`src/rtl/pipe_pkg.sv`:
```
// Shared definitions for the elastic pipeline register and its skid stages.
package pipe_pkg;

    // Default data width of the pipeline register.
    localparam int unsigned DEFAULT_WIDTH = 32;

    // Width of an occupancy counter able to hold 0 .. 2*stages beats.
    function automatic int unsigned PIPE_COUNT_W(input int unsigned stages);
        return $clog2(2 * stages + 1);
    endfunction

    // Valid bits of one 2-entry skid stage: main and skid register.
    typedef struct packed {
        logic m_v;
        logic s_v;
    } stage_vld_t;

endpackage

```
`src/rtl/pipe_reg_elastic_if.sv`:
```
// Valid/ready handshake bundle for pipe_reg_elastic: input side (d) and output side (q).
interface pipe_reg_elastic_if
    import pipe_pkg::*;
#(
    parameter int unsigned WIDTH = DEFAULT_WIDTH
);
    logic [WIDTH-1:0] d;
    logic             d_valid;
    logic             d_ready;
    logic [WIDTH-1:0] q;
    logic             q_valid;
    logic             q_ready;

    // Producer/consumer side, e.g. surrounding pipeline logic or a bench.
    modport master (
        output d, d_valid, q_ready,
        input  d_ready, q, q_valid
    );

    // The pipeline register itself.
    modport slave (
        input  d, d_valid, q_ready,
        output d_ready, q, q_valid
    );
endinterface

```
`src/rtl/pipe_skid_stage.sv`:
```
// One 2-entry skid stage: main + skid register, upstream ready is registered (!s_v).
module pipe_skid_stage
    import pipe_pkg::*;
#(
    parameter int unsigned WIDTH = DEFAULT_WIDTH
) (
    input  logic             clk,
    input  logic             rst,
    input  logic             flush,
    input  logic             up_valid,
    input  logic [WIDTH-1:0] up_data,
    output logic             up_ready,
    output logic             dn_valid,
    output logic [WIDTH-1:0] dn_data,
    input  logic             dn_ready
);

    stage_vld_t       vld_q, vld_d;
    logic [WIDTH-1:0] m_data_q, m_data_d;
    logic [WIDTH-1:0] s_data_q, s_data_d;
    logic             take;
    logic             in_acc;

    assign up_ready = !vld_q.s_v;
    assign dn_valid = vld_q.m_v;
    assign dn_data  = m_data_q;

    // Next-state of main/skid registers from the take/in handshake events.
    always_comb begin
        take     = vld_q.m_v && dn_ready;
        in_acc   = up_valid && !vld_q.s_v;
        vld_d    = vld_q;
        m_data_d = m_data_q;
        s_data_d = s_data_q;
        if (take && vld_q.s_v) begin
            // Skid refills main; skid cannot be loaded this cycle (ready was low).
            m_data_d  = s_data_q;
            vld_d.s_v = 1'b0;
        end else if ((take || !vld_q.m_v) && in_acc) begin
            m_data_d  = up_data;
            vld_d.m_v = 1'b1;
        end else if (take) begin
            vld_d.m_v = 1'b0;
        end
        // Main is stuck but upstream already saw ready: park the beat in skid.
        if (vld_q.m_v && !take && in_acc) begin
            s_data_d  = up_data;
            vld_d.s_v = 1'b1;
        end
    end

    // State register: reset clears everything, flush clears only valid bits.
    always_ff @(posedge clk) begin
        if (rst) begin
            vld_q    <= '0;
            m_data_q <= '0;
            s_data_q <= '0;
        end else if (flush) begin
            vld_q <= '0;
        end else begin
            vld_q    <= vld_d;
            m_data_q <= m_data_d;
            s_data_q <= s_data_d;
        end
    end

endmodule

```
`src/rtl/pipe_reg_elastic.sv`:
```
// STAGES-deep elastic pipeline register with valid/ready, flush and occupancy count.
// Optional even-parity protection of stored beats: define PIPE_REG_PARITY_EN.
module pipe_reg_elastic
    import pipe_pkg::*;
#(
    parameter int unsigned WIDTH  = DEFAULT_WIDTH,
    parameter int unsigned STAGES = 2
) (
    input  logic                             clk,
    input  logic                             rst,
    input  logic                             flush,
    pipe_reg_elastic_if.slave                bus,
    output logic [PIPE_COUNT_W(STAGES)-1:0]  count,
    output logic                             parity_err
);

`ifdef PIPE_REG_PARITY_EN
    localparam int unsigned PW = 1;
`else
    localparam int unsigned PW = 0;
`endif
    localparam int unsigned DW = WIDTH + PW;
    localparam int unsigned CW = PIPE_COUNT_W(STAGES);

    // Element k is the upstream side of stage k; element STAGES is the pipeline output.
    logic          ch_valid [STAGES+1];
    logic          ch_ready [STAGES+1];
    logic [DW-1:0] ch_data  [STAGES+1];

    logic          acc;
    logic          emit;
    logic [CW-1:0] count_q, count_d;

    // A beat offered during flush must not enter the pipeline.
    assign ch_valid[0] = bus.d_valid && !flush;
`ifdef PIPE_REG_PARITY_EN
    assign ch_data[0]  = {^bus.d, bus.d};
`else
    assign ch_data[0]  = bus.d;
`endif
    assign ch_ready[STAGES] = bus.q_ready;

    for (genvar k = 0; k < STAGES; k++) begin : g_stage
        pipe_skid_stage #(
            .WIDTH (DW)
        ) u_stage (
            .clk      (clk),
            .rst      (rst),
            .flush    (flush),
            .up_valid (ch_valid[k]),
            .up_data  (ch_data[k]),
            .up_ready (ch_ready[k]),
            .dn_valid (ch_valid[k+1]),
            .dn_data  (ch_data[k+1]),
            .dn_ready (ch_ready[k+1])
        );
    end

    assign bus.d_ready = ch_ready[0] && !flush;
    assign bus.q_valid = ch_valid[STAGES];
    assign bus.q       = ch_data[STAGES][WIDTH-1:0];

`ifdef PIPE_REG_PARITY_EN
    assign parity_err = ch_valid[STAGES] && ((^ch_data[STAGES][WIDTH-1:0]) != ch_data[STAGES][WIDTH]);
`else
    assign parity_err = 1'b0;
`endif

    assign acc   = bus.d_valid && bus.d_ready;
    assign emit  = bus.q_valid && bus.q_ready;
    assign count = count_q;

    // Occupancy: +1 on accept, -1 on emit, unchanged when both happen.
    always_comb begin
        count_d = count_q;
        if (acc && !emit) begin
            count_d = count_q + 1'b1;
        end else if (!acc && emit) begin
            count_d = count_q - 1'b1;
        end
    end

    // Occupancy register; reset and flush both empty the pipeline.
    always_ff @(posedge clk) begin
        if (rst || flush) begin
            count_q <= '0;
        end else begin
            count_q <= count_d;
        end
    end

endmodule

```
`src/flat_wrapper.sv`:
```
// flat-port wrapper written by rule: the top's interface ports become plain ports
module pipe_reg_elastic_flat import pipe_pkg::*;
#(
    parameter int unsigned WIDTH  = DEFAULT_WIDTH,
    parameter int unsigned STAGES = 2
)
  (clk, rst, flush, count, parity_err, bus_d, bus_d_valid, bus_q_ready, bus_d_ready, bus_q, bus_q_valid);
  pipe_reg_elastic_if #(.WIDTH(WIDTH)) bus_i ();
  input  logic clk;
  input  logic rst;
  input  logic flush;
  output logic [PIPE_COUNT_W(STAGES)-1:0] count;
  output logic parity_err;
  input wire logic [$bits(bus_i.d)-1:0] bus_d;
  input wire logic [$bits(bus_i.d_valid)-1:0] bus_d_valid;
  input wire logic [$bits(bus_i.q_ready)-1:0] bus_q_ready;
  output wire logic [$bits(bus_i.d_ready)-1:0] bus_d_ready;
  output wire logic [$bits(bus_i.q)-1:0] bus_q;
  output wire logic [$bits(bus_i.q_valid)-1:0] bus_q_valid;
  assign bus_i.d = bus_d;
  assign bus_i.d_valid = bus_d_valid;
  assign bus_i.q_ready = bus_q_ready;
  assign bus_d_ready = bus_i.d_ready;
  assign bus_q = bus_i.q;
  assign bus_q_valid = bus_i.q_valid;
  pipe_reg_elastic #(.WIDTH(WIDTH), .STAGES(STAGES)) u_core (.clk(clk), .rst(rst), .flush(flush), .bus(bus_i), .count(count), .parity_err(parity_err));
endmodule
```
`config.mk`:
```
export PLATFORM = sky130hd
export DESIGN_NAME = pipe_reg_elastic_flat
export DESIGN_NICKNAME = d
export VERILOG_FILES = /design/src/rtl/pipe_pkg.sv /design/src/rtl/pipe_reg_elastic_if.sv /design/src/rtl/pipe_skid_stage.sv /design/src/rtl/pipe_reg_elastic.sv /design/src/flat_wrapper.sv
export SDC_FILE = /design/constraint.sdc
export NUM_CORES = 1
export LEC_CHECK = 0
export BUFFER_PORTS_ARGS = -buffer_cell sky130_fd_sc_hd__buf_2
export CAP_MARGIN = 20
export CORE_MARGIN = 3
export CORE_UTILIZATION = 58
export CTS_CLUSTER_SIZE = 30
export DETAILED_ROUTE_END_ITERATION = 16
export PLACE_DENSITY = 0.89
export SETUP_SLACK_MARGIN = 0.1
export SYNTH_ARGS = -nofsm -noshare
export SYNTH_HDL_FRONTEND = slang
export SYNTH_SLANG_ARGS = --single-unit
```
`constraint.sdc`:
```
create_clock -name clk -period 2.7 [get_ports clk]
set_clock_uncertainty 0.05 [all_clocks]
set_input_delay 0.27 -clock clk [delete_from_list [all_inputs] [get_ports clk]]
set_output_delay 0.27 -clock clk [all_outputs]
set_load 0.01 [all_outputs]
```
# Word level (Yosys, flattened, before mapping)
# Cells that the tools add are included.
# word_totals
output_inout_bits	38
in_bits	37
rom_bits	0
memories	0
regBits	135
ramBits	0
latchBits	0
# op_classes
shift	0
div	0
reduce_logical	41
addsub	2
mul	0
bitwise_logic	3
n_mux	14
eq_ne	0
order_cmp	0
# op_table
cell	count
$mux W32	4
$logic_and A1 B1 Y1	16
$reduce_bool A2 Y1	7
$reduce_and A2 Y1	6
$logic_not A1 Y1	8
$mux W1	8
$mux W3	2
$add A3 B1 Y3 const B	1
$logic_or A1 B1 Y1	3
$not A1 Y1	3
$sub A3 B1 Y3 const B	1
$reduce_or A2 Y1	1

# Logic depth before layout (Yosys ltp)
# Gate-level depths: netlist of the first run.
# logic_depth
word_depth	7
depth_mapped	9
mapped_depth_nobuf	8

# Cells and area by module
# Synthesis of the first run repeated with hierarchy kept, for this count alone.
# unflattened
hier_cells	684
area_unflattened_um2	5714.2
# by_module_without_submodules
module	cells_each	area_per_inst_um2	n_inst
pipe_skid_stage	332	2763.9	2
pipe_reg_elastic	20	186.4	1

# Least setup slack after synthesis of the first run
# OpenSTA, ideal clock, no wires.
# synth_timing
kind	register to register
from	register u_core.g_stage[0].u_stage.vld_q[0] in the netlist's numbering
to	register u_core.count_q[2], in the netlist u_core.count[2]
setup_ps	70
stages_incl_launch_ff	10
period_less_slack_ps	2047
path_slack_ps	653
arrival_ps	1927
path_buffers	1
cell_sequence	dfxtp_1 buf_4 nor2_1 and2_1 ha_1 inv_1 fa_1 xor2_1 or3_1 a21oi_1
# synth_via
elab_chain_len	6
elab_cells_between_ends	8
# synth_lines
element	line_no	source
start, declared	pipe_skid_stage.sv:18	stage_vld_t vld_q, vld_d;
start signal, assigned	pipe_skid_stage.sv:61	vld_q <= vld_d;
$logic_not A1 Y1 *	pipe_skid_stage.sv:24	assign up_ready = !vld_q.s_v;
$logic_and A1 B1 Y1 *	pipe_reg_elastic.sv:59	assign bus.d_ready = ch_ready[0] && !flush;
net bus_d_ready	flat_wrapper.sv:17	output wire logic [$bits(bus_i.d_ready)-1:0] bus_d_ready;
$logic_and A1 B1 Y1 *	pipe_reg_elastic.sv:69	assign acc = bus.d_valid && bus.d_ready;
$logic_not A1 Y1	pipe_reg_elastic.sv:78	end else if (!acc && emit) begin
$logic_and A1 B1 Y1	pipe_reg_elastic.sv:78	
$reduce_bool A2 Y1 (no line)	-	
end signal, assigned	pipe_reg_elastic.sv:88	count_q <= count_d;
end, declared	pipe_reg_elastic.sv:32	logic [CW-1:0] count_q, count_d;
# The timed path passes the listed nets; every way through them passes the cells marked *.
# A chain may end at the register's enable or synchronous reset.

# Worst setup path in the final report of the first run
# layout_timing
from	register u_core.g_stage[0].u_stage.vld_q[0] in the netlist's numbering
to	register u_core.count_q[2], in the netlist u_core.count[2]
# layout_via
elab_chain_len	6
elab_cells_between_ends	8
# layout_lines
element	line_no
$logic_not A1 Y1 *	pipe_skid_stage.sv:24
$logic_and A1 B1 Y1 *	pipe_reg_elastic.sv:59
$logic_and A1 B1 Y1 *	pipe_reg_elastic.sv:69
$logic_not A1 Y1	pipe_reg_elastic.sv:78
$logic_and A1 B1 Y1	pipe_reg_elastic.sv:78
$reduce_bool A2 Y1 (no line)	-
# Every way passes the cells marked *; elsewhere a longest branch is shown, timed or not.

==> results of run 1 <==
==> flip-flops by register name, indices dropped and copies added (netlist names) <==
signal,count
u_core.g_stage.u_stage.dn_data,64
u_core.g_stage.u_stage.dn_valid,2
u_core.g_stage.u_stage.vld_q,2
u_core.g_stage.u_stage.s_data_q,64
u_core.count,3
==> timing repair <==
action / in CTS / in global routing
endpoints found under the hold margin: 29 / 0
hold buffers: 23 / 0
setup buffers: 0 / 0
gates resized for setup: 0 / 0
==> cells by family after synthesis <==
kind of cell	Yosys count
mux	35
xor+xnor	2
simple gates	151
flops	135
other cells	1
fa+ha+maj	2
buf+inv	119
compound gates	264
==> layer usage <==
| metal | global-route usage, % | vias up |
|---|---|---|
| met4 | 13.7 | 0 |
| met3 | 7.48 | 66 |
| li1 | - | 2585 |
| met1 | 35.6 | 2820 |
| met5 | 0 | - |
| met2 | 45.5 | 354 |
==> report_power, final <==
part	leakage [nW]	total [mW]	internal (mW)	switching (mW)
registers	1.10	2.11	2.05	0.0616
logic	1.38	0.398	0.159	0.239
clock network	0.298	2.60	1.71	0.895
==> how the worst max path moves through the flow <==
stage	start	to	slack [ns]	cells after the start
2_1_floorplan	u_core.g_stage[0].u_stage.vld_q[0]$_SDFFE_PP0P_	u_core.count[2]$_SDFFE_PP0P_	0.65	9
3_3_place_gp	flush	u_core.g_stage[1].u_stage.dn_data[0]$_SDFFE_PP0P_	0.74	5
3_5_place_dp	u_core.g_stage[0].u_stage.vld_q[0]$_SDFFE_PP0P_	u_core.count[2]$_SDFFE_PP0P_	0.64	8
4_1_cts	u_core.g_stage[0].u_stage.vld_q[0]$_SDFFE_PP0P_	u_core.count[2]$_SDFFE_PP0P_	0.59	8
5_1_grt	u_core.g_stage[0].u_stage.vld_q[0]$_SDFFE_PP0P_	u_core.count[2]$_SDFFE_PP0P_	0.45	8
6_report	u_core.g_stage[0].u_stage.vld_q[0]$_SDFFE_PP0P_	u_core.count[2]$_SDFFE_PP0P_	0.59	8
==> cell usage after synthesis <==
cell type	instances	area [µm²]
a311oi_1	2	17.5
buf_6	10	113
o21ba_1	1	10.0
buf_4	34	255
or3_1	1	6.26
a211oi_2	30	375
xor2_1	2	17.5
nor2b_1	1	6.26
nand2b_1	3	18.8
and3_4	1	11.3
dfxtp_1	135	2700
conb_1	1	3.75
buf_1	3	11.3
mux2_4	1	15.0
inv_1	2	7.51
nand3b_2	1	11.3
o21ai_1	47	235
o21ai_0	19	95.1
inv_2	1	3.75
a311oi_2	30	450
a211oi_1	2	15.0
nand3_2	1	10.0
clkbuf_1	44	165
nor2_1	4	15.0
buf_2	25	125
mux2i_1	34	340
nand3_1	64	320
fa_1	1	20.0
nand4bb_1	2	22.5
nor3_1	1	5.00
and2_1	2	12.5
ha_1	1	12.5
a21oi_1	101	505
nand2_1	65	244
nor4bb_1	2	20.0
or2_1	1	6.26
and3b_1	1	8.76
nor3b_1	1	7.51
a31oi_1	32	200
==> final cells by class <==
class,instances,area (µm²),area share [%]
clock inverter,12,225,3.06
sequential,135,2700,36.7
inverter,3,11.3,0.153
tap,136,170,2.31
timing repair buffer,115,753,10.2
multi-input combinational,455,3070,41.7
clock buffer,19,432,5.86
==> worst register-to-register path, cell delays in order (launching register included) <==
cell and delay, ns:
dfxtp_1 0.43, nor2_1 0.20, and2_1 0.15, ha_1 0.17, inv_1 0.06, fa_1 0.37
xor2_1 0.16, or3_1 0.32, a21oi_1 0.15
==> impl_metrics.tcl, run 1 <==
set metrics [dict create \
    clock_sink_count 135 \
    met2WireLength_um 8740 \
    yosysUniqueCellTypes 39 \
    dp_cells 821 \
    fmax_ghz 0.475 \
    vdd.ir_drop.worst_v 0.000337 \
    leakagePower_nw 2.77 \
    layout-drive-gt1-share_pct 25.7 \
    synth_seq_area_share_pct 42.1 \
    report.final.hold_viol_count 0 \
    post_synth_instance_area_um2 6420 \
    gr-usage-all-layers_pct 28.4 \
    rr_startpoint "u_core.g_stage[0].u_stage.vld_q[0]$_SDFFE_PP0P_" \
    wl_per_cell_um 20.4 \
    final-instance-count-excl-fill 875 \
    total_power_mw 5.11 \
    syn-mean-instance-area_um2 9.06 \
    detailed_place.area_um2 6480 \
    diodes 0 \
    setup_slack_ns 0.594 \
    p_per_area_nw_per_um2 693 \
    die-width_um 111 \
    run_status "finished clean" \
    top_signal_layer_used "met4" \
    cts_inserted_buffers 17 \
    grt_antenna_before_repair 0 \
    insertion_delay_ns 0.52 \
    delay_of_the_slowest_cell_on_the_worst_path_ns 0.43 \
    synth_seq_cells 135 \
    slew_viol_final 0 \
    worstHoldPathCells 3 \
    tritoncts "built" \
    timing.critical_path.required_ns 3.10 \
    first_global_vias 5544 \
    synth-warning-count 0 \
    fin_hold_ws_ns 0.00743 \
    maximum_number_of_pins_on_one_net_before_global_route_repair 71 \
    syn_nets 748 \
    coreArea_um2 10600 \
    layout_common_cells "dfxtp_1, a21oi_1, buf_2" \
    period_needed_ns 2.11 \
    timing.critical_path.fanout_max 10 \
    final.period_utilization_pct 78.0 \
    clock_tree.root_cell "clkbuf_8" \
    floorplan.die.height_um 111 \
    yosys-mux-area-fraction_pct 5.53 \
    dpl.hpwl_um 9990 \
    synthXorXnorAreaFrac_pct 0.273 \
    r2r_slack_ns 0.59 \
    drv_cap 0 \
    critPathCaptureType "flip-flop" \
    rsz0062_at_grt "no" \
    path_delay_family "simple AND/OR/NAND/NOR gates" \
    initial_core_util_pct 60.8 \
    clockBufferDepth 2 \
    drt.antenna.violating_nets 0 \
    synthesis.instances 709 \
    timing_worst_slew_pin_value_ns 0.954 \
    finalWirelength_um 17800 \
    boundaryPins 75 \
    drc_errors 0 \
    drt_first_pass_iters 6 \
    post_synth_and_or_nand_nor_area_fraction_pct 11.3 \
    critPathKind "flip-flop to flip-flop" \
    post-place-ws_ns 0.639 \
    worst_setup_hold_path_clk_slew_ns 0.06 \
    min_path_type "primary input to flip-flop" \
    cts_max_level 4 \
    globalRoute.totalOverflow 0 \
    worst_setup_path_start_kind "flip-flop" \
    finalSetupViolCount 0 \
    synth_compound_gate_area_share_pct 29.7 \
    hold_path_end "u_core.g_stage[0].u_stage.s_data_q[10]$_SDFFE_PP0P_" \
    fin_nets 766 \
    dominant_combinational_cell_family_by_area_after_synthesis "compound AO/OA/AOI/OAI gates" \
    die-area_um2 12400 \
    grt_pass1_wl_um 28600 \
    met3RoutedLength_um 1710 \
    r2r_end "u_core.count[2]$_SDFFE_PP0P_" \
    slew_headroom_pct 36.3 \
    adder_cell_share_of_the_synthesized_area_pct 0.507 \
    portBuffers 73 \
    detailroute.via_count 5825 \
    finish.instance_area_um2 7370 \
    reg2reg_depth 8 \
    critical_path.n_buffers_inverters 1 \
    cp.arrival_ns 2.51 \
    timing.setup.tns_ns 0 \
    area_growth_pct 14.7 \
    std_cell_rows 37 \
    drt_first_iter_violations 746 \
    place.gp.congestion 0.830 \
    critical_path.slowest_cell "dfxtp_1" \
    num-fill-cells 717 \
    viasPerCell 6.66 \
    layout.cells.most_common "dfxtp_1" \
    hold_start "bus_d[10]" \
    wl_met1_um 6840 \
    crit_chain "nor2_1 > and2_1 > ha_1 > inv_1 > fa_1 > xor2_1 > or3_1 > a21oi_1" \
    end_of_flow_core_utilization_pct 69.8 \
]
Power figures use the tool's default switching activity.
==> run 2, diff against run 1 <==
--- a/config.mk
+++ b/config.mk
@@ -8,10 +8,10 @@
 export BUFFER_PORTS_ARGS = -buffer_cell sky130_fd_sc_hd__buf_2
 export CAP_MARGIN = 20
 export CORE_MARGIN = 3
-export CORE_UTILIZATION = 58
+export CORE_UTILIZATION = 53
 export CTS_CLUSTER_SIZE = 30
 export DETAILED_ROUTE_END_ITERATION = 16
-export PLACE_DENSITY = 0.89
+export PLACE_DENSITY = 0.86
 export SETUP_SLACK_MARGIN = 0.1
 export SYNTH_ARGS = -nofsm -noshare
 export SYNTH_HDL_FRONTEND = slang
==> constraint.sdc (replaced) <==
create_clock -name clk -period 1.8 [get_ports clk]
set_clock_uncertainty 0.05 [all_clocks]
set_input_delay 0.18 -clock clk [delete_from_list [all_inputs] [get_ports clk]]
set_output_delay 0.18 -clock clk [all_outputs]
set_load 0.01 [all_outputs]
==> run 2 against run 1 <==
The run now ends with negative setup slack left. Register-to-register slack worse by 0.69 ns. Largest power group unchanged. Wire length decreased by 2.1%. Highest routed layer unchanged. Total power rose by 48%. Sequential share of layout area shrank 1.1 points. Worst hold slack gained 0.0013 ns. Largest cell class unchanged.
==> impl_metrics.tcl, run 2 (synthesis gave the netlist of run 1 again) <==
set metrics [dict create \
    drc_errors 0 \
    coreArea_um2 11600 \
    place.gp.congestion 0.912 \
    layout_common_cells "dfxtp_1, a21oi_1, buf_2" \
    run_status "finished, violations left" \
    post-place-ws_ns -0.0666 \
    clock_tree.root_cell "clkbuf_16" \
    gr-usage-all-layers_pct 26.1 \
    drt_first_iter_violations 578 \
    cp.arrival_ns 2.21 \
    first_global_vias 5572 \
    num-fill-cells 827 \
    critPathKind "flip-flop to flip-flop" \
    drt.antenna.violating_nets 0 \
    min_path_type "primary input to flip-flop" \
    tritoncts "built" \
    viasPerCell 6.33 \
    finalWirelength_um 17500 \
    area_growth_pct 18.4 \
    crit_chain "nor2_4 > and2_4 > ha_4 > inv_1 > fa_2 > xor2_1 > or3_4 > a21oi_2" \
    fmax_ghz 0.526 \
    die-area_um2 13500 \
    detailed_place.area_um2 6690 \
    layout-drive-gt1-share_pct 27.9 \
    timing.critical_path.fanout_max 2 \
    cts_max_level 4 \
    detailroute.via_count 5655 \
    leakagePower_nw 2.88 \
    insertion_delay_ns 0.43 \
    slew_viol_final 0 \
    clockBufferDepth 2 \
    std_cell_rows 39 \
    timing.setup.tns_ns -0.100 \
    grt_antenna_before_repair 0 \
    clock_sink_count 135 \
    dp_cells 838 \
    dpl.hpwl_um 10400 \
    rsz0062_at_grt "yes" \
    timing.critical_path.required_ns 2.11 \
    floorplan.die.height_um 116 \
    critical_path.slowest_cell "or3_4" \
    die-width_um 116 \
    vdd.ir_drop.worst_v 0.000563 \
    cts_inserted_buffers 17 \
    wl_per_cell_um 19.6 \
    fin_hold_ws_ns 0.00877 \
    globalRoute.totalOverflow 0 \
    final.period_utilization_pct 106 \
    critPathCaptureType "flip-flop" \
    worst_setup_hold_path_clk_slew_ns 0.06 \
    initial_core_util_pct 55.3 \
    diodes 0 \
    drv_cap 0 \
    maximum_number_of_pins_on_one_net_before_global_route_repair 76 \
    grt_pass1_wl_um 27800 \
    portBuffers 73 \
    finish.instance_area_um2 7600 \
    setup_slack_ns -0.100 \
    multiInputGateArea_um2 3120 \
    finalSetupViolCount 1 \
    period_needed_ns 1.90 \
    layout.cells.most_common "dfxtp_1" \
    violations_in_the_final_reports "negative setup slack" \
    drt_first_pass_iters 5 \
    end_of_flow_core_utilization_pct 65.4 \
    fin_nets 776 \
    total_power_mw 7.58 \
    worst_setup_path_start_kind "flip-flop" \
    seq_area_um2 2710 \
    p_per_area_nw_per_um2 997 \
    report.final.hold_viol_count 0 \
    boundaryPins 75 \
    final-instance-count-excl-fill 893 \
    delay_of_the_slowest_cell_on_the_worst_path_ns 0.39 \
]
-- run 2: worst paths after layout --
path	slack [ns]	start	cells past startpoint	endpoint
worst max-delay path	-0.10	u_core.g_stage[0].u_stage.vld_q[0]$_SDFFE_PP0P_	8	u_core.count[2]$_SDFFE_PP0P_
worst min-delay path	0.009	bus_d[22]	3	u_core.g_stage[0].u_stage.s_data_q[22]$_SDFFE_PP0P_
worst max register to register	-0.10	u_core.g_stage[0].u_stage.vld_q[0]$_SDFFE_PP0P_	8	u_core.count[2]$_SDFFE_PP0P_
worst min register to register	0.42	u_core.g_stage[0].u_stage.s_data_q[12]$_SDFFE_PP0P_	2	u_core.g_stage[0].u_stage.s_data_q[12]$_SDFFE_PP0P_
-- run 2: worst max-delay path: cells and delay by family, from the launching register on --
family	cells	cell delay, ns
simple gates	3	0.64
fa+ha+maj	2	0.45
flops	1	0.36
xor+xnor	1	0.17
compound gates	1	0.12
buf+inv	1	0.05
-- run 2: power breakdown --
part / switching, mW / total [mW] / internal (mW) / leakage, nW
registers: 0.0758 / 3.14 / 3.07 / 1.10
logic: 0.378 / 0.640 / 0.263 / 1.48
clock network: 1.33 / 3.80 / 2.47 / 0.305
total: 1.78 / 7.58 / 5.80 / 2.88
-- run 2: layout make-up --
class | count | share of cell area (%)
Clock inverter | 10 | 2.21
Sequential cell | 135 | 35.6
Multi-Input combinational cell | 456 | 41.0
Timing Repair Buffer | 124 | 12.3
Tap cell | 143 | 2.35
Inverter | 3 | 0.148
Clock buffer | 22 | 6.37
-- run 2: what timing repair did --
action | 4_1_cts | 5_1_grt
hold endpoints to repair | 26 | 0
gates resized for setup | 2 | 6
cloned | 0 | 1
hold buffers | 22 | 0
pin swaps | 0 | 2
setup endpoints to repair | 1 | 33
buffers inserted | 0 | 0
-- run 2: metal layers --
layer | GRT usage, % | up-vias | share of wire [%]
li1 | - | 2612 | -
met1 | 31.9 | 2695 | 40
met2 | 43.6 | 297 | 49
met3 | 6.95 | 51 | 7.9
met4 | 10.8 | 0 | 3.1
met5 | 0 | - | 0
==> run 3, diff against run 2 <==
--- a/config.mk
+++ b/config.mk
@@ -13,6 +13,7 @@
 export DETAILED_ROUTE_END_ITERATION = 16
 export PLACE_DENSITY = 0.86
 export SETUP_SLACK_MARGIN = 0.1
+export SKIP_CTS_REPAIR_TIMING = 1
 export SYNTH_ARGS = -nofsm -noshare
 export SYNTH_HDL_FRONTEND = slang
 export SYNTH_SLANG_ARGS = --single-unit
==> run 3 against run 2 <==
The run ends with negative hold slack, negative setup slack left. First-iteration DRC count grew 1.6%. Sequential power barely moved. Non-clock buffer count fell by 14. Wire length is 0.53% lower. Die area unchanged. Global-route usage decreased by 0.11 points. Count of clock-buffer cells in the layout did not move. Flip-flop and latch count unchanged. Critical path depth stayed put. Clock power hardly changed. Sequential share of layout area increased by 0.67 points. Critical path type unchanged. Largest cell class unchanged. Largest power group unchanged.
==> impl_metrics.tcl, run 3 (synthesis gave the netlist of run 1 again) <==
set metrics [dict create \
    run_status "finished, violations left" \
    violations_in_the_final_reports "negative hold slack, negative setup slack" \
    insertion_delay_ns 0.43 \
    tritoncts "built" \
    critPathCaptureType "flip-flop" \
    floorplan.die.height_um 116 \
    fin_nets 762 \
    finalWirelength_um 17400 \
    final-instance-count-excl-fill 879 \
    diodes 0 \
    clockBufferDepth 2 \
    dpl.hpwl_um 10400 \
    globalRoute.totalOverflow 0 \
    gr-usage-all-layers_pct 26.0 \
    portBuffers 73 \
    fin_hold_ws_ns -0.0187 \
    leakagePower_nw 2.82 \
    min_path_type "primary input to flip-flop" \
    first_global_vias 5534 \
    cts_max_level 4 \
    drt_first_iter_violations 587 \
    detailroute.via_count 5643 \
    p_per_area_nw_per_um2 1010 \
    layout_common_cells "dfxtp_1, a21oi_1, buf_2" \
    report.final.hold_viol_count 9 \
    setup_slack_ns -0.0997 \
    std_cell_rows 39 \
    reg2reg_depth 8 \
    hold_start "bus_d[9]" \
    fmax_ghz 0.526 \
    critPathKind "flip-flop to flip-flop" \
    detailed_place.area_um2 6690 \
    coreArea_um2 11600 \
    path_delay_family "simple AND/OR/NAND/NOR gates" \
    area_growth_pct 16.2 \
    hold_path_end "u_core.g_stage[0].u_stage.s_data_q[9]$_SDFFE_PP0P_" \
    initial_core_util_pct 55.3 \
    r2r_slack_ns -0.1 \
    grt_pass1_wl_um 27600 \
    cts_inserted_buffers 17 \
    clock_sink_count 135 \
    clock_tree.root_cell "clkbuf_16" \
    rr_startpoint "u_core.g_stage[0].u_stage.vld_q[0]$_SDFFE_PP0P_" \
    crit_chain "nor2_4 > and2_4 > ha_4 > inv_1 > fa_2 > xor2_1 > or3_4 > a21oi_2" \
    drt_first_pass_iters 7 \
    wl_per_cell_um 19.8 \
    worstHoldPathCells 3 \
    worst_setup_path_start_kind "flip-flop" \
    r2r_end "u_core.count[2]$_SDFFE_PP0P_" \
    slew_viol_final 0 \
    maximum_number_of_pins_on_one_net_before_global_route_repair 76 \
    finish.instance_area_um2 7460 \
    total_power_mw 7.55 \
    critical_path.slowest_cell "or3_4" \
    num-fill-cells 836 \
    dp_cells 838 \
    period_needed_ns 1.90 \
    finalSetupViolCount 1 \
    timing.critical_path.required_ns 2.11 \
    layout-drive-gt1-share_pct 28.4 \
    delay_of_the_slowest_cell_on_the_worst_path_ns 0.39 \
    final.period_utilization_pct 106 \
    timing.critical_path.fanout_max 2 \
    cp.arrival_ns 2.21 \
    drv_cap 0 \
    grt_antenna_before_repair 0 \
    drt.antenna.violating_nets 0 \
    timing.setup.tns_ns -0.0997 \
    rsz0062_at_grt "yes" \
    boundaryPins 75 \
    die-width_um 116 \
    drc_errors 0 \
    place.gp.congestion 0.912 \
    layout.cells.most_common "dfxtp_1" \
    critical_path.n_buffers_inverters 1 \
    worst_setup_hold_path_clk_slew_ns 0.06 \
    viasPerCell 6.42 \
    die-area_um2 13500 \
    vdd.ir_drop.worst_v 0.000561 \
]
==> run 3: cell count changes in the layout (fill, tap and decap cells not counted) <==
| cell | previous run | this run |
|---|---|---|
| dlygate4sd3_1 | 22 | 8 |
==> run 3: where the power goes <==
part           switching, mW  total (mW)  internal [mW]  leakage [nW]
Clock                   1.32        3.79           2.47         0.305
Sequential            0.0755        3.14           3.07          1.10
Combinational          0.375       0.618          0.243          1.42
==> run 3: routing by layer <==
| layer | up-vias | track usage, % | routed length [µm] |
|---|---|---|---|
| met2 | 292 | 43.3 | 8420 |
| met5 | - | 0 | 0 |
| li1 | 2595 | - | - |
| met1 | 2698 | 31.5 | 7030 |
| met3 | 58 | 7.47 | 1350 |
| met4 | 0 | 10.8 | 575 |
==> run 3: how the worst max path moves through the flow <==
stage	slack [ns]	startpoint	end	cells after the start
CTS	-0.13	u_core.g_stage[0].u_stage.vld_q[0]$_SDFFE_PP0P_	u_core.count[2]$_SDFFE_PP0P_	8
detailed placement	-0.07	flush	u_core.count[2]$_SDFFE_PP0P_	9
global placement	0.08	flush	u_core.count[2]$_SDFFE_PP0P_	9
global route	-0.13	u_core.g_stage[0].u_stage.vld_q[0]$_SDFFE_PP0P_	u_core.count[2]$_SDFFE_PP0P_	8
finish	-0.1	u_core.g_stage[0].u_stage.vld_q[0]$_SDFFE_PP0P_	u_core.count[2]$_SDFFE_PP0P_	8
floorplan	-0.05	u_core.g_stage[0].u_stage.vld_q[0]$_SDFFE_PP0P_	u_core.count[2]$_SDFFE_PP0P_	9
==> run 3: cell type report <==
cell class                      instances  area [µm²]  share of cell area [%]
Multi-Input combinational cell        456        3120                    41.8
Sequential cell                       135        2710                    36.3
Timing Repair Buffer                  110         795                    10.6
Clock buffer                           22         484                    6.49
Tap cell                              143         179                    2.40
Clock inverter                         10         168                    2.25
Inverter                                3        11.3                   0.151
==> run 3: worst reg2reg max path, cell delays in order (launching register included) <==
cell and delay, ns:
dfxtp_4 0.36, nor2_4 0.09, and2_4 0.16, ha_4 0.13
inv_1 0.05, fa_2 0.33, xor2_1 0.17, or3_4 0.39
a21oi_2 0.12
==> run 3: stage by stage <==
| step | utilization [%] | setup slack (ns) |
|---|---|---|
| 6_report | 64.2 | -0.0997 |
| 3_5_place_dp | 57.6 | -0.0666 |
| 3_3_place_gp | 57.6 | 0.0763 |
| 4_1_cts | 63.2 | -0.129 |
| 5_1_grt | 64.2 | -0.134 |
| 2_1_floorplan | - | -0.0500 |
